==> src/rtl/alu_mul_sequencer.sv <==
`default_nettype none
// +----------------------------------------------------------------------------+
// | Module      : alu_mul_sequencer                                            |
// | Description : Iterative 32x32 unsigned multiplier (low word of product).   |
// |               Borrows the shared EXE-stage ALU for its add and shift       |
// |               steps, one multiplier bit per iteration.                     |
// |               Optional macro MUL_EARLY_EXIT_EN: stop once the remaining    |
// |               multiplier bits are all zero (op_b==0 finishes at once).     |
// | Revision    : 1.0 - initial release                                        |
// +----------------------------------------------------------------------------+

`ifndef WORD_LEN
`define WORD_LEN 32
`endif
`ifndef EXE_CMD_LEN
`define EXE_CMD_LEN 4
`endif
`ifndef EXE_ADD
`define EXE_ADD 4'd0
`endif
`ifndef EXE_SLL
`define EXE_SLL 4'd7
`endif

module alu_mul_sequencer #(
  parameter int WORD_LEN    = `WORD_LEN,
  parameter int EXE_CMD_LEN = `EXE_CMD_LEN
) (
  input  logic                   clk,
  input  logic                   rst,
  input  logic                   start,
  input  logic [WORD_LEN-1:0]    op_a,
  input  logic [WORD_LEN-1:0]    op_b,
  output logic                   busy,
  output logic                   done,
  output logic [WORD_LEN-1:0]    result,
  output logic                   alu_req,
  output logic [WORD_LEN-1:0]    alu_val1,
  output logic [WORD_LEN-1:0]    alu_val2,
  output logic [EXE_CMD_LEN-1:0] alu_cmd,
  input  logic [WORD_LEN-1:0]    alu_out
);

  localparam logic [WORD_LEN-1:0]    c_one   = WORD_LEN'(1);
  localparam logic [EXE_CMD_LEN-1:0] c_cmd_add = EXE_CMD_LEN'(`EXE_ADD);
  localparam logic [EXE_CMD_LEN-1:0] c_cmd_sll = EXE_CMD_LEN'(`EXE_SLL);

  typedef enum logic [1:0] {
    S_IDLE  = 2'd0,
    S_ADD   = 2'd1,
    S_SHIFT = 2'd2,
    S_DONE  = 2'd3
  } state_t;

  state_t              r_state;
  logic [WORD_LEN-1:0] r_acc;
  logic [WORD_LEN-1:0] r_mcand;
  logic [WORD_LEN-1:0] r_mplier;
  logic [5:0]          r_cnt;

  // w_last: the SHIFT in progress is the final iteration.
  // w_skip: an accepted start needs no ALU cycles at all.
  logic w_last;
  logic w_skip;

`ifdef MUL_EARLY_EXIT_EN
  assign w_last = (r_cnt == 6'd31) || ((r_mplier >> 1) == '0);
  assign w_skip = (op_b == '0);
`else
  assign w_last = (r_cnt == 6'd31);
  assign w_skip = 1'b0;
`endif

  // Sequencer FSM; every output is registered and set up for the state being entered.
  always_ff @(posedge clk or negedge rst) begin
    if (!rst) begin
      r_state  <= S_IDLE;
      r_acc    <= '0;
      r_mcand  <= '0;
      r_mplier <= '0;
      r_cnt    <= '0;
      busy     <= 1'b0;
      done     <= 1'b0;
      result   <= '0;
      alu_req  <= 1'b0;
      alu_val1 <= '0;
      alu_val2 <= '0;
      alu_cmd  <= c_cmd_add;
    end else begin
      case (r_state)
        S_IDLE: begin
          done <= 1'b0;
          if (start) begin
            r_acc    <= '0;
            r_mcand  <= op_a;
            r_mplier <= op_b;
            r_cnt    <= '0;
            if (w_skip) begin
              // Zero multiplier: product is zero, report it immediately.
              r_state <= S_DONE;
              done    <= 1'b1;
              result  <= '0;
            end else if (op_b[0]) begin
              r_state  <= S_ADD;
              busy     <= 1'b1;
              alu_req  <= 1'b1;
              alu_val1 <= '0;
              alu_val2 <= op_a;
              alu_cmd  <= c_cmd_add;
            end else begin
              r_state  <= S_SHIFT;
              busy     <= 1'b1;
              alu_req  <= 1'b1;
              alu_val1 <= op_a;
              alu_val2 <= c_one;
              alu_cmd  <= c_cmd_sll;
            end
          end
        end

        S_ADD: begin
          // acc + mcand comes back from the ALU; shift mcand next.
          r_acc    <= alu_out;
          r_state  <= S_SHIFT;
          alu_val1 <= r_mcand;
          alu_val2 <= c_one;
          alu_cmd  <= c_cmd_sll;
        end

        S_SHIFT: begin
          r_mcand  <= alu_out;
          r_mplier <= r_mplier >> 1;
          r_cnt    <= r_cnt + 6'd1;
          if (w_last) begin
            // acc is stable through SHIFT, so it is already the final product.
            r_state  <= S_DONE;
            result   <= r_acc;
            done     <= 1'b1;
            busy     <= 1'b0;
            alu_req  <= 1'b0;
            alu_val1 <= '0;
            alu_val2 <= '0;
            alu_cmd  <= c_cmd_add;
          end else if (r_mplier[1]) begin
            // Next bit set: add the freshly shifted multiplicand.
            r_state  <= S_ADD;
            alu_val1 <= r_acc;
            alu_val2 <= alu_out;
            alu_cmd  <= c_cmd_add;
          end else begin
            r_state  <= S_SHIFT;
            alu_val1 <= alu_out;
            alu_val2 <= c_one;
            alu_cmd  <= c_cmd_sll;
          end
        end

        S_DONE: begin
          done    <= 1'b0;
          r_state <= S_IDLE;
        end

        default: begin
          r_state <= S_IDLE;
        end
      endcase
    end
  end

endmodule

`default_nettype wire

==> config.mk <==
export PLATFORM = sky130hd
export DESIGN_NAME = alu_mul_sequencer
export DESIGN_NICKNAME = d
export VERILOG_FILES = /design/src/rtl/alu_mul_sequencer.sv
export SDC_FILE = /design/constraint.sdc
export NUM_CORES = 1
export LEC_CHECK = 0
export CAP_MARGIN = 30
export CORE_MARGIN = 5
export CORE_UTILIZATION = 45
export CTS_BUF_LIST = sky130_fd_sc_hd__clkbuf_4 sky130_fd_sc_hd__clkbuf_8 sky130_fd_sc_hd__clkbuf_16
export CTS_CLUSTER_SIZE = 20
export DETAILED_ROUTE_END_ITERATION = 12
export GPL_ROUTABILITY_DRIVEN = 0
export GPL_TIMING_DRIVEN = 0
export PLACE_DENSITY = 0.82
export SYNTH_ARGS = -nofsm -noshare
export SYNTH_HDL_FRONTEND = slang
export SYNTH_SLANG_ARGS = --single-unit
==> constraint.sdc <==
create_clock -name clk -period 2.7 [get_ports clk]
set_clock_uncertainty 0.1 [all_clocks]
set_input_delay 0.54 -clock clk [delete_from_list [all_inputs] [get_ports clk]]
set_output_delay 0.54 -clock clk [all_outputs]
set_load 0.1 [all_outputs]
==> metrics.yaml <==
fp.dieH_um: 161
diodes: 0
postSynthAreaPerCell_um2: 11.1
ant_nets: 0
fin_ws_ps: 7.30
synth_top_area_share_pct: 49.5
multi_input_area_um2: 4610
cts_buffers: 22
crit_fanout: 2
crit_family: "buffers and inverters"
core_um2: 22500
clock_latency_ps: 500
finalMaxSlewViolations: 0
crit_slowest_cell: "clkdlybuf4s50_1"
pwr-share-seq_pct: 26.9
worstHoldStart: "r_mcand[0]"
ys_async_sr_fraction_pct: 100
combinationalPowerShare_pct: 57.4
cts_tree: "done"
cp_slowest_stage_delay_ps: 1150
hold_viol_final: 0
grt.overflow.total: 0
pwr_density_cell_nw_per_um2: 1430
post-route-util_pct: 59.6
period_share_pct: 99.7
place_area_um2: 12600
seq_area_um2: 5050
drive_gt1_share_pct: 13.4
synth_area_leaders: "dfrtp_1 (50%), mux2_2 (7.1%), a2bb2oi_1 (5.3%), mux2i_1 (3.1%), a221o_1 (3.0%)"
power.internal_mw: 9.64
r2r-start: "r_state[1]"
critPathLaunch: "alu_val2[16]"
grt_setup_unrepaired: "false"
htreeDepth: 1
drtIter0Drc: 1137
netlist_area_um2: 10200
initial_utilization_pct: 45.4
p_leak_nw: 5.97
yosys.area.top_type: "dfrtp_1"
area_growth_pct: 31.4
crit_type: "flop to primary output"
layout_min_cycle_time_ps: 2690
min_path_type: "flop to flop"
io_pins: 202
grt_usage_pct: 25.6
path_buf_inv: 1
cts_root_buffer: "clkbuf_16"
ys_seq_area_share_pct: 49.5
wire_per_inst_um: 23.6
postCtsSetupRepairBufs: 0
arrival_ps: 2050
numPortBuffers: 199
max_slew_margin_pct: 30.9
dp_hpwl_mm: 23.9
path_cells: "clkdlybuf4s50_1"
pre_cts_ws_ps: 90.2
grt_max_degree: 122
cp-end-kind: "primary output"
ir_worst_vdd_mv: 0.698
p_sw_share_pct: 49.7
p_clk_share_pct: 15.6
p_sw_mw: 9.54
nFillCells: 1834
die_w_um: 161
max_freq_mhz: 371
ys.flop_type: "dfrtp_1"
fin_nets: 1251
clockBufferDepth: 3
grt_pass1_wl_mm: 53.8
drc: 0
fin_area_um2: 13400
syn-num-nets: 1024
synth-edff-count: 0
setup_viol: 0
synth_cells: 919
maxCapViolCount: 0
via_per_inst: 6.46
startpoint_type: "flop"
cts.sink_count: 202
drt_pre_antenna_iters: 6
clk_pin_slew_ps: 60
status: "completed"
worst_pin_slew_ps: 1030
ys.warnings.count: 0
routed_wl_mm: 34.1
ys_ff_latch: 202
via_count: 9332
worstPathRequired_ps: 2060
ys_types: 44
die_area_um2: 25800
antenna_found_initial: 1
grt_pass1_vias: 9540
fp-row-count: 55
==> metrics by stage <==
step	instances	hold WS, ps	power (mW)	TNS, ps
final	1445	378	19.2	0
after global routing	1445	413	20.0	0
after CTS	1445	383	19.1	0
after detailed placement	1406	369	16.1	0
after global placement	1403	362	15.7	-1511120
after floorplan	919	144	13.0	0
==> registers in the layout, indices dropped and copies added, names as in the netlist <==
| signal | cells |
|---|---|
| r_state | 2 |
| r_cnt | 6 |
| alu_req | 1 |
| alu_val2 | 32 |
| r_acc | 32 |
| r_mcand | 32 |
| done | 1 |
| alu_cmd | 1 |
| result | 32 |
| r_mplier | 31 |
| alu_val1 | 32 |
==> what timing repair did <==
action | 4_1_cts | 5_1_grt
gates resized for setup | 13 | 21
setup endpoints to repair | 13 | 21
endpoints found under the hold margin | 81 | 0
hold buffers | 1 | 0
==> final cells by class <==
type | instances | share of cell area, %
plain buffers | 112 | 3.90
clock buffers | 30 | 4.87
clock inverters | 8 | 0.485
inverters | 5 | 0.140
multi-input cells | 600 | 34.4
flip-flops and latches | 202 | 37.7
well taps | 285 | 2.66
repair buffers | 203 | 15.9
==> Yosys cell counts, drive strengths merged (2+ instances only) <==
master     n
o211ai    34
clkbuf    57
a2bb2oi   62
a2111oi   31
a22o      34
inv        5
a211oi    31
a21oi     40
buf       55
and2       3
o2111ai   31
or3        3
a221o     31
and3      32
dfrtp    202
nand3     37
nor2b      5
ha         6
nor2       4
mux2i     33
mux2      64
nand2     37
a221oi     2
o21ai     35
nand2b    33
==> cells in the final DEF (no fill, tap or decap), types with 3 or more instances in the layout <==
master / instances
buf_4: 5
or3_1: 3
clkinv_2: 7
mux2_2: 64
o211ai_1: 34
dlygate4sd2_1: 13
a21oi_1: 40
buf_6: 5
ha_1: 6
dfrtp_1: 202
and3_1: 32
nand2_1: 37
clkbuf_1: 56
nor2_1: 4
nand3_1: 37
buf_16: 3
mux2i_1: 32
clkdlybuf4s50_1: 164
buf_1: 9
clkbuf_16: 23
a221o_1: 31
clkbuf_8: 4
a2111oi_0: 31
nor2b_1: 5
o21ai_1: 8
inv_1: 5
dlymetal6s2s_1: 21
o2111ai_1: 31
nand2b_1: 33
clkbuf_4: 3
buf_2: 36
a211oi_1: 31
a22o_1: 34
o21ai_0: 27
a2bb2oi_1: 62
==> logic make-up after synthesis <==
kind of cell,share of synthesized area (%)
AOI/OAI and AO/OA,25.8
DFF,49.5
and+or+nand+nor,8.29
buffers and inverters,5.31
muxes,10.3
adders and majority gates,0.735
other,0.0367
==> power by group through the flow <==
stage | registers (mW) | logic (mW) | clock network (mW)
after global placement | 5.14 | 10.6 | 0
final | 5.17 | 11.0 | 3.00
after floorplan | 8.20 | 4.76 | 0
after detailed placement | 5.18 | 10.9 | 0
after global routing | 5.31 | 11.5 | 3.17
after CTS | 5.15 | 10.9 | 3.03
==> metal layers <==
metal	vias to the layer above	global-route usage, %	routed length [um]
li1	4037	-	-
met4	2	10.6	1520
met1	4567	33.8	13400
met3	126	6.11	3600
met5	-	0	20
met2	600	40.8	15600
==> final timing paths <==
check	cells after the start	slack, ps	end
setup / recovery	1	7	alu_val2[16]
hold / removal	2	380	r_mcand[0]
setup reg to reg	6	80	r_acc[25]
hold reg to reg	2	380	r_mcand[0]
max in group asynchronous	3	960	alu_val2[27]
min in group asynchronous	2	530	r_acc[6]
No activity file was read; power rests on OpenSTA's default activity.
